[src/rtl/branch_fetch_ctrl_if.sv]
// Fetch/redirect bundle between the pipeline (master) and the fetch controller (slave).
// Signal names keep the controller's _i/_o perspective so both sides read the same.
interface branch_fetch_ctrl_if;
    logic [31:0] instr_i;
    logic        stall_i;
    logic        halt_i;
    logic        ex_valid_i;
    logic        ex_branch_i;
    logic [1:0]  ex_branch_type_i;
    logic        ex_jump_i;
    logic        ex_zero_i;
    logic        ex_sign_i;
    logic [31:0] ex_pc_plus4_i;
    logic [31:0] ex_imm_i;
    logic [25:0] ex_jtarget_i;

    logic [31:0] pc_o;
    logic [31:0] instr_o;
    logic [31:0] pc_plus4_o;
    logic        valid_o;
    logic        flush_o;
    logic [15:0] redirect_cnt_o;

    modport slave (
        input  instr_i, stall_i, halt_i,
        input  ex_valid_i, ex_branch_i, ex_branch_type_i, ex_jump_i,
        input  ex_zero_i, ex_sign_i, ex_pc_plus4_i, ex_imm_i, ex_jtarget_i,
        output pc_o, instr_o, pc_plus4_o, valid_o, flush_o, redirect_cnt_o
    );

    modport master (
        output instr_i, stall_i, halt_i,
        output ex_valid_i, ex_branch_i, ex_branch_type_i, ex_jump_i,
        output ex_zero_i, ex_sign_i, ex_pc_plus4_i, ex_imm_i, ex_jtarget_i,
        input  pc_o, instr_o, pc_plus4_o, valid_o, flush_o, redirect_cnt_o
    );
endinterface

[src/rtl/branch_fetch_ctrl.sv]
// Instruction fetch controller: PC sequencing, IF/ID register, EX-stage branch/jump
// redirect with a one-cycle flush bubble, stall/halt handling and a redirect counter.
module branch_fetch_ctrl (
    input  logic               clk_i,
    input  logic               rst_i,
    branch_fetch_ctrl_if.slave bus
);

    typedef enum logic [1:0] {
        ST_BOOT  = 2'd0,
        ST_FETCH = 2'd1,
        ST_FLUSH = 2'd2,
        ST_HALT  = 2'd3
    } state_e;

    state_e      state_q, state_d;
    logic [31:0] pc_q, pc_d;
    logic [31:0] instr_q, instr_d;
    logic [31:0] pc_plus4_q, pc_plus4_d;
    logic        valid_q, valid_d;
    logic        flush_q, flush_d;
    logic [15:0] redirect_cnt_q, redirect_cnt_d;

    logic        br_cond;
    logic        br_taken;
    logic        jmp_taken;
    logic        redirect;
    logic [31:0] br_target;
    logic [31:0] jmp_target;
    logic [31:0] redirect_target;
    logic [31:0] pc_next_seq;

    // Branch condition decode and redirect target selection.
    always_comb begin
        unique case (bus.ex_branch_type_i)
            2'b00:   br_cond = bus.ex_zero_i;
            2'b01:   br_cond = bus.ex_zero_i | bus.ex_sign_i;
            2'b10:   br_cond = bus.ex_sign_i;
            default: br_cond = ~bus.ex_zero_i;
        endcase
    end

    assign br_taken        = bus.ex_valid_i & bus.ex_branch_i & br_cond;
    assign jmp_taken       = bus.ex_valid_i & bus.ex_jump_i;
    assign redirect        = br_taken | jmp_taken;
    assign br_target       = bus.ex_pc_plus4_i + {bus.ex_imm_i[29:0], 2'b00};
    assign jmp_target      = {bus.ex_pc_plus4_i[31:28], bus.ex_jtarget_i, 2'b00};
    assign redirect_target = jmp_taken ? jmp_target : br_target;
    assign pc_next_seq     = pc_q + 32'd4;

    // Next-state and datapath updates for every state.
    always_comb begin
        // NOTE: every variable gets a hold/default value first, so no path through
        // the case statement can leave one unassigned and infer a latch.
        state_d        = state_q;
        pc_d           = pc_q;
        instr_d        = instr_q;
        pc_plus4_d     = pc_plus4_q;
        valid_d        = valid_q;
        flush_d        = 1'b0;
        redirect_cnt_d = redirect_cnt_q;

        unique case (state_q)
            ST_BOOT: begin
                // Spend one cycle covering the instruction-memory read latency of address 0.
                pc_d    = 32'd0;
                valid_d = 1'b0;
                state_d = ST_FETCH;
            end

            ST_FETCH: begin
                if (redirect) begin
                    pc_d    = redirect_target;
                    instr_d = 32'd0;
                    valid_d = 1'b0;
                    flush_d = 1'b1;
                    state_d = ST_FLUSH;
                    if (redirect_cnt_q != 16'hFFFF) begin
                        redirect_cnt_d = redirect_cnt_q + 16'd1;
                    end
                end else if (bus.halt_i) begin
                    instr_d = 32'd0;
                    valid_d = 1'b0;
                    state_d = ST_HALT;
                end else if (!bus.stall_i) begin
                    instr_d    = bus.instr_i;
                    pc_plus4_d = pc_next_seq;
                    valid_d    = 1'b1;
                    pc_d       = pc_next_seq;
                end
            end

            ST_FLUSH: begin
                // Target is being read this cycle; EX still holds the squashed path.
                instr_d = 32'd0;
                valid_d = 1'b0;
                state_d = ST_FETCH;
            end

            ST_HALT: begin
                instr_d = 32'd0;
                valid_d = 1'b0;
            end

            default: begin
                state_d = ST_BOOT;
            end
        endcase
    end

    always_ff @(posedge clk_i) begin
        // NOTE: sequential state uses non-blocking assignments so every flop samples
        // the pre-edge values computed above, independent of statement order.
        if (rst_i) begin
            state_q        <= ST_BOOT;
            pc_q           <= 32'd0;
            instr_q        <= 32'd0;
            pc_plus4_q     <= 32'd0;
            valid_q        <= 1'b0;
            flush_q        <= 1'b0;
            redirect_cnt_q <= 16'd0;
        end else begin
            state_q        <= state_d;
            pc_q           <= pc_d;
            instr_q        <= instr_d;
            pc_plus4_q     <= pc_plus4_d;
            valid_q        <= valid_d;
            flush_q        <= flush_d;
            redirect_cnt_q <= redirect_cnt_d;
        end
    end

    assign bus.pc_o           = pc_q;
    assign bus.instr_o        = instr_q;
    assign bus.pc_plus4_o     = pc_plus4_q;
    assign bus.valid_o        = valid_q;
    assign bus.flush_o        = flush_q;
    assign bus.redirect_cnt_o = redirect_cnt_q;

endmodule
[src/flat_wrapper.sv]
// flat-port wrapper written by rule: the top's interface ports become plain ports
module branch_fetch_ctrl_flat 
  (clk_i, rst_i, bus_instr_i, bus_stall_i, bus_halt_i, bus_ex_valid_i, bus_ex_branch_i, bus_ex_branch_type_i, bus_ex_jump_i, bus_ex_zero_i, bus_ex_sign_i, bus_ex_pc_plus4_i, bus_ex_imm_i, bus_ex_jtarget_i, bus_pc_o, bus_instr_o, bus_pc_plus4_o, bus_valid_o, bus_flush_o, bus_redirect_cnt_o);
  branch_fetch_ctrl_if bus_i ();
  input  logic clk_i;
  input  logic rst_i;
  input wire logic [$bits(bus_i.instr_i)-1:0] bus_instr_i;
  input wire logic [$bits(bus_i.stall_i)-1:0] bus_stall_i;
  input wire logic [$bits(bus_i.halt_i)-1:0] bus_halt_i;
  input wire logic [$bits(bus_i.ex_valid_i)-1:0] bus_ex_valid_i;
  input wire logic [$bits(bus_i.ex_branch_i)-1:0] bus_ex_branch_i;
  input wire logic [$bits(bus_i.ex_branch_type_i)-1:0] bus_ex_branch_type_i;
  input wire logic [$bits(bus_i.ex_jump_i)-1:0] bus_ex_jump_i;
  input wire logic [$bits(bus_i.ex_zero_i)-1:0] bus_ex_zero_i;
  input wire logic [$bits(bus_i.ex_sign_i)-1:0] bus_ex_sign_i;
  input wire logic [$bits(bus_i.ex_pc_plus4_i)-1:0] bus_ex_pc_plus4_i;
  input wire logic [$bits(bus_i.ex_imm_i)-1:0] bus_ex_imm_i;
  input wire logic [$bits(bus_i.ex_jtarget_i)-1:0] bus_ex_jtarget_i;
  output wire logic [$bits(bus_i.pc_o)-1:0] bus_pc_o;
  output wire logic [$bits(bus_i.instr_o)-1:0] bus_instr_o;
  output wire logic [$bits(bus_i.pc_plus4_o)-1:0] bus_pc_plus4_o;
  output wire logic [$bits(bus_i.valid_o)-1:0] bus_valid_o;
  output wire logic [$bits(bus_i.flush_o)-1:0] bus_flush_o;
  output wire logic [$bits(bus_i.redirect_cnt_o)-1:0] bus_redirect_cnt_o;
  assign bus_i.instr_i = bus_instr_i;
  assign bus_i.stall_i = bus_stall_i;
  assign bus_i.halt_i = bus_halt_i;
  assign bus_i.ex_valid_i = bus_ex_valid_i;
  assign bus_i.ex_branch_i = bus_ex_branch_i;
  assign bus_i.ex_branch_type_i = bus_ex_branch_type_i;
  assign bus_i.ex_jump_i = bus_ex_jump_i;
  assign bus_i.ex_zero_i = bus_ex_zero_i;
  assign bus_i.ex_sign_i = bus_ex_sign_i;
  assign bus_i.ex_pc_plus4_i = bus_ex_pc_plus4_i;
  assign bus_i.ex_imm_i = bus_ex_imm_i;
  assign bus_i.ex_jtarget_i = bus_ex_jtarget_i;
  assign bus_pc_o = bus_i.pc_o;
  assign bus_instr_o = bus_i.instr_o;
  assign bus_pc_plus4_o = bus_i.pc_plus4_o;
  assign bus_valid_o = bus_i.valid_o;
  assign bus_flush_o = bus_i.flush_o;
  assign bus_redirect_cnt_o = bus_i.redirect_cnt_o;
  branch_fetch_ctrl u_core (.clk_i(clk_i), .rst_i(rst_i), .bus(bus_i));
endmodule
[config.mk]
export PLATFORM = sky130hd
export DESIGN_NAME = branch_fetch_ctrl_flat
export DESIGN_NICKNAME = d
export VERILOG_FILES = /design/src/rtl/branch_fetch_ctrl_if.sv /design/src/rtl/branch_fetch_ctrl.sv /design/src/flat_wrapper.sv
export SDC_FILE = /design/constraint.sdc
export NUM_CORES = 1
export LEC_CHECK = 0
export CORE_ASPECT_RATIO = 1.4
export CORE_UTILIZATION = 40
export CTS_CLUSTER_DIAMETER = 200
export CTS_CLUSTER_SIZE = 40
export DETAILED_ROUTE_END_ITERATION = 6
export PLACE_DENSITY_LB_ADDON = 0.08
export SYNTH_ARGS = -nofsm -noshare
export SYNTH_HDL_FRONTEND = slang
export SYNTH_SLANG_ARGS = --single-unit
[constraint.sdc]
create_clock -name clk_i -period 3.7 [get_ports clk_i]
set_input_delay 1.11 -clock clk_i [delete_from_list [all_inputs] [get_ports clk_i]]
set_output_delay 1.11 -clock clk_i [all_outputs]
set_load 0.05 [all_outputs]
# Yosys cells after proc, flatten, opt, wreduce, memory -nomap -nowiden
# Index checks and enable logic that the tools add are counted.
totals:
  register_bits: 116
  in_bits: 133
  wordCells: 62
classes:
  addsub: 3
  n_eq_ne: 10
  n_mux: 18
  n_bitwise: 10
  n_reduce_logical: 14
ops:
  columns: ["op", "count"]
  rows:
  - ["32-bit 2-to-1 mux", 7]
  - ["32-bit case mux with 2 select lines", 2]
  - ["32-bit by 3-bit adder with 32-bit output (second input constant)", 1]
  - ["32-bit adder", 1]
  - ["16-bit by 1-bit adder with 16-bit output (second input constant)", 1]
  - ["16-bit inequality test (second input constant)", 1]
  - ["3-bit by 2-bit inequality test with 1-bit output (second input constant)", 3]
  - ["2-bit == test (second input constant)", 3]
  - ["3-bit AND reduction", 2]
  - ["2-bit nonzero test", 3]
  - ["2-bit OR reduction", 3]
  - ["1-bit NOT", 5]
  - ["2-bit by 1-bit == test with 1-bit output (second input constant)", 2]
  - ["2-bit logical NOT", 2]
  - ["1-bit 2-to-1 mux", 4]
  - ["2-bit 2-to-1 mux", 2]
  - ["4-bit by 3-bit inequality test with 1-bit output (second input constant)", 1]
  - ["2-bit case mux with 2 select lines", 1]
  - ["2-bit AND reduction", 2]
  - ["4-bit AND reduction", 1]
  - ["1-bit AND", 3]
  - ["1-bit case mux with 3 select lines", 1]
  - ["3-bit OR reduction", 1]
  - ["1-bit bitwise OR", 2]
  - ["1-bit case mux with 2 select lines", 1]

# Longest topological paths before layout
# Gate-level depths: netlist of run 1.
logic_depth:
  ltp_word: 6
  ltp_mapped: 12
  mapped_depth_nobuf: 12

# Worst setup path before layout of run 1
# No wires, ideal clock.
synth_timing:
  kind: "input to register"
  from: "in bus_ex_imm_i[0]"
  to: "reg u_core.pc_q[16] (netlist: u_core.bus.pc_o[16])"
  arrival_ps: 3185
  required_ps: 3562
  setup_slack_ps: 377
  path_stages: 12
  path_buffers: 0
  path_cell_list: "ha_1 inv_1 fa_1 nand2b_1 a21oi_1 a21oi_1 o32ai_1 a221o_1 a21oi_1 xnor2_1 a221oi_1 a211oi_1"
synth_via:
  elab_chain_len: 4
synth_rtl:
  columns: ["item", "line_no", "rtl"]
  rows:
  - ["start: declaration", "flat_wrapper.sv:17", "input wire logic [$bits(bus_i.ex_imm_i)-1:0] bus_ex_imm_i;"]
  - ["32-bit adder", "branch_fetch_ctrl.sv:46", "assign br_target = bus.ex_pc_plus4_i + {bus.ex_imm_i[29:0], 2'b00};"]
  - ["32-bit 2-to-1 mux", "branch_fetch_ctrl.sv:48", "assign redirect_target = jmp_taken ? jmp_target : br_target;"]
  - ["32-bit 2-to-1 mux", "branch_fetch_ctrl.sv:72", "if (redirect) begin"]
  - ["32-bit case mux with 2 select lines", "branch_fetch_ctrl.sv:63", "unique case (state_q)"]
  - ["end signal: assignment", "branch_fetch_ctrl.sv:124", "pc_q <= pc_d;"]
  - ["end: declaration", "branch_fetch_ctrl.sv:17", "logic [31:0] pc_q, pc_d;"]
# No other way between the ends.
# A chain may end at the register's enable or synchronous reset.

# Final worst setup path of run 1
layout_timing:
  from: "in bus_ex_imm_i[0]"
  to: "reg u_core.pc_q[14] (netlist: u_core.bus.pc_o[14])"
# The elaborated chain is that of the path after synthesis.

==> out/qor.log, run 1 <==
[layout] post-layout util 61.7%
[setup_path] Worst Path Arrival 3.78 ns
[yosys] Synthesized Nets 1050
[setup_path] CP Class in -> reg
[setup_path] Critical Path RT 3.95 ns
[routing] count of vias placed by the detailed router 7322
[setup_path] CP cell instances clkdlybuf4s50_1 -> ha_1 -> inv_1 -> fa_1 -> nand2b_1 -> a21oi_2 -> a21oi_1 -> o32ai_2 -> a21oi_1 -> xor2_1 -> o21ai_0 -> a221oi_1 -> nor3_1
[layout] leading cell type in the layout, fill and taps excluded sky130_fd_sc_hd__clkdlybuf4s50_1
[clock_tree] CTS sink cnt 116
[yosys] flip-flop and latch count after synthesis 116
[placement] half-perimeter wire length after placement 16.3 mm
[placement] total of buffers placed on input and output ports 244
[yosys] FFs w/ async S/R, synth 0%
[setup_path] R2R Setup Slk 0.93 ns
[yosys] synthesized area 6870 um^2
[job] Max-cap violations 0
[sta] number of hold violations in the final report 0
[sta] final count of pins violating max slew 0
[setup_path] slowest stage delay, CP 0.46 ns
[yosys] number of synthesized flops with an enable pin 0
[routing] antenna violation net count after detailed routing 0
[clock_tree] clock buffer depth 2
[routing] routed length per instance 15.8 um
[yosys] Yosys cell types 70
[clock_tree] clock tree from TritonCTS yes
[sta] Clock Skew 0.0104 ns
[setup_path] kind of end point of the critical path flop
[sta] final worst hold slack 0.448 ns
[pwr] LEAKAGE 3.79 nW
[setup_path] family of cells with the greatest summed delay on the critical path compound AO/OA/AOI/OAI gates
[placement] dpl cell area 9760 um^2
[setup_path] library cell appearing most often on the critical path sky130_fd_sc_hd__a21oi_1
[grt] initial antenna violation count 0
[grt] pin count of the biggest net entering global routing 64
[sta] final period demand of the worst path 3.52 ns
[layout] Synth-to-Final Area Change 51.0%
[yosys] leading cell types by total area after synthesis sky130_fd_sc_hd__dfxtp_1 34%, sky130_fd_sc_hd__a21oi_1 6.9%, sky130_fd_sc_hd__nor2_1 6.0%
[yosys] share of synthesized area occupied by flip-flops and latches 33.8%
[setup_path] type of element launching the critical path input pin
[die] Die Ht 157 um
[clock_tree] number of CTS-inserted buffers 17
[routing] count of TritonRoute iterations in the first routing pass 4
[die] I/O pin total 247
[routing] iteration-0 DRC count of the detailed router 445
[pwr] total power 4.12 mW
[placement] weighted congestion at the end of routability-driven global placement 0.877
[yosys] prevailing post-synth register cell sky130_fd_sc_hd__dfxtp_1
[sta] fin crit share 95.3%
[routing] average vias per placed instance 5.39
[yosys] area fraction of the dominant cell type after synthesis 33.8%
[die] placeable core region 16800 um^2
[pwr] maximum vdd drop 0.000314 V
[routing] sum of routed wire length over all layers 21.4 mm
[clock_tree] number of levels the H-tree was split into 4
[die] cell row count 56
[layout] number of nets in the finished design 1307
[die] Die X 113 um
[yosys] count of yosys warnings during synthesis 0
[grt] first-pass GRT wire length 34.0 mm
[yosys] cell accounting for the most synthesized area sky130_fd_sc_hd__dfxtp_1
[layout] final non-filler cell area 10400 um^2
[outcome] result of the run finished clean
[sta] FMAX 284 MHz
[clock_tree] CTS hold repair buffers 0
[setup_path] slowest CP cell sky130_fd_sc_hd__clkdlybuf4s50_1
[layout] share of final-layout standard cells stronger than drive strength 1 9.35%
[routing] total DRC errors in the routed layout 0
[yosys] synthesized netlist cell count 885
[grt] total routing usage reported by global routing 24.1%
[clock_tree] insertion delay to the later sink of the worst-skew pair 0.41 ns
[layout] final antenna diode count 0
[setup_path] maximum fanout along the worst path 2
[sta] RSZ-0062 raised after global routing no
[layout] layout filler cell count 1583
[grt] number of global-route vias before repair 6729
[sta] Max-slew headroom 53.7%
[setup_path] count of buffer and inverter cells on the critical path 2
[die] starting utilization of the core area 40.9%
[pwr] Power Dens Cells 397 nW/um^2
[die] total die area 17700 um^2
[yosys] mean post-synth cell area 7.77 um^2
[sta] count of endpoints failing setup in the final report 0
[sta] slew of the pin with the lowest slew margin 0.694 ns
[clock_tree] CTS root buffer sky130_fd_sc_hd__clkbuf_16
[layout] commonest cells after routing, fill and taps aside 243 x sky130_fd_sc_hd__clkdlybuf4s50_1, 116 x sky130_fd_sc_hd__dfxtp_1, 110 x sky130_fd_sc_hd__nor2_1
[grt] final global-route overflow total 0
[min_path] worst hold path type reg -> reg
[clock_tree] clock transition at the registers of the reported paths 0.05 ns
[metal layers]
layer / up-vias / part of all wire, % / track usage, %
met1: 3364 / 43 / 29.7
met3: 17 / 5.9 / 5.43
met5: - / 0 / 0
met4: 0 / 1.0 / 6.73
li1: 3710 / - / -
met2: 231 / 50 / 42.0
[synthesized netlist by cell type, types with 3 or more instances]
library cell               count
sky130_fd_sc_hd__o211ai_1      7
sky130_fd_sc_hd__buf_4         3
sky130_fd_sc_hd__nand2b_1      9
sky130_fd_sc_hd__a311oi_1      3
sky130_fd_sc_hd__and2_1        6
sky130_fd_sc_hd__o22ai_1       3
sky130_fd_sc_hd__inv_1        10
sky130_fd_sc_hd__xnor2_1      30
sky130_fd_sc_hd__nor2_1      110
sky130_fd_sc_hd__a31oi_1       4
sky130_fd_sc_hd__nor3b_1       3
sky130_fd_sc_hd__dfxtp_1     116
sky130_fd_sc_hd__nor2b_1       4
sky130_fd_sc_hd__a21oi_1      95
sky130_fd_sc_hd__and3_1        9
sky130_fd_sc_hd__a22oi_1      13
sky130_fd_sc_hd__and4_1        6
sky130_fd_sc_hd__o21ai_0      42
sky130_fd_sc_hd__a211oi_1     32
sky130_fd_sc_hd__nand2_1      95
sky130_fd_sc_hd__mux2i_1       4
sky130_fd_sc_hd__nand4_1      13
sky130_fd_sc_hd__xor2_1       31
sky130_fd_sc_hd__nor3_1       20
sky130_fd_sc_hd__nand3_1      52
sky130_fd_sc_hd__o21bai_1      4
sky130_fd_sc_hd__a21o_1       18
sky130_fd_sc_hd__or3_1         3
sky130_fd_sc_hd__or4_1         4
sky130_fd_sc_hd__nor4_1        3
sky130_fd_sc_hd__ha_1         31
sky130_fd_sc_hd__clkbuf_1     41
sky130_fd_sc_hd__a221oi_1      8
sky130_fd_sc_hd__buf_2         8
[layout make-up]
| type | count | area [um^2] | area share, % |
|---|---|---|---|
| clock inverter | 14 | 179 | 1.72 |
| multi-input combinational | 705 | 4320 | 41.6 |
| inverter | 10 | 37.5 | 0.362 |
| tap | 203 | 254 | 2.45 |
| clock buffer | 18 | 429 | 4.13 |
| timing repair buffer | 292 | 2840 | 27.3 |
| sequential | 116 | 2320 | 22.4 |
[flip-flops by register name (all words and copies together), names as in the netlist]
| register | count |
|---|---|
| u_core.bus.instr_o | 32 |
| u_core.bus.pc_o | 32 |
| u_core.bus.pc_plus4_o | 32 |
| u_core.bus.redirect_cnt_o | 16 |
| u_core.state_q | 2 |
| u_core.bus.flush_o | 1 |
| u_core.bus.valid_o | 1 |
[power breakdown]
part	switching, mW	internal, mW	total, mW
clock	0.604	1.07	1.67
sequential	0.0638	1.30	1.37
combinational	0.614	0.469	1.08
[repair_timing]
action | in CTS | in global routing
buffers inserted | 0 | 0
endpoints found under the setup margin | 0 | 2
gates resized for setup | 0 | 2
[metrics by stage]
step	std cells	worst slack, ns	setup TNS (ns)
4_1_cts	1358	0.0830	0
2_1_floorplan	885	0.377	0
3_3_place_gp	1326	-0.259	-1.35
5_1_grt	1358	0.0699	0
6_report	1358	0.176	0
3_5_place_dp	1326	-0.323	-1.83
[worst reg2reg max path: stages, from the launching register on]
cell and delay, ns:
sky130_fd_sc_hd__dfxtp_1 0.47, sky130_fd_sc_hd__ha_1 0.32, sky130_fd_sc_hd__and4_1 0.28, sky130_fd_sc_hd__nand3_1 0.15, sky130_fd_sc_hd__or2_1 0.33, sky130_fd_sc_hd__nor3_1 0.39, sky130_fd_sc_hd__nand2_1 0.12, sky130_fd_sc_hd__xor2_1 0.15
sky130_fd_sc_hd__nor2_1 0.15, sky130_fd_sc_hd__a221oi_1 0.07, sky130_fd_sc_hd__a211oi_1 0.24
[cells by family (layout without fill, tap and decap cells)]
kind of cell	after synthesis	in the layout	share of synthesized area [%]
AO/OA/AOI/OAI	253	253	23.3
XOR/XNOR	61	61	7.77
adder cells (fa/ha/maj)	32	32	5.93
buffers and inverters	64	334	3.80
flip-flops	116	116	33.8
multiplexers	5	5	0.746
AND/OR/NAND/NOR	354	354	24.6
[final timing paths]
kind | startpoint | end | depth (start not counted)
max | bus_ex_imm_i[0] | u_core.bus.pc_o[14]$_SDFFE_PP0P_ | 13
min | u_core.bus.instr_o[10]$_SDFFE_PP0P_ | u_core.bus.instr_o[10]$_SDFFE_PP0P_ | 2
max reg2reg | u_core.bus.pc_o[2]$_SDFFE_PP0P_ | u_core.bus.pc_o[26]$_SDFFE_PP0P_ | 10
min reg2reg | u_core.bus.instr_o[10]$_SDFFE_PP0P_ | u_core.bus.instr_o[10]$_SDFFE_PP0P_ | 2
Power figures use the tool's default switching activity.
==> inputs of run 2 (changes only) <==
--- a/config.mk
+++ b/config.mk
@@ -5,6 +5,7 @@
 export SDC_FILE = /design/constraint.sdc
 export NUM_CORES = 1
 export LEC_CHECK = 0
+export ABC_CLOCK_PERIOD_IN_PS = 3700
 export CORE_ASPECT_RATIO = 1.4
 export CORE_UTILIZATION = 40
 export CTS_CLUSTER_DIAMETER = 200
==> results of run 2 <==
The final DEF is identical to that of run 1; final timing and power are the same.
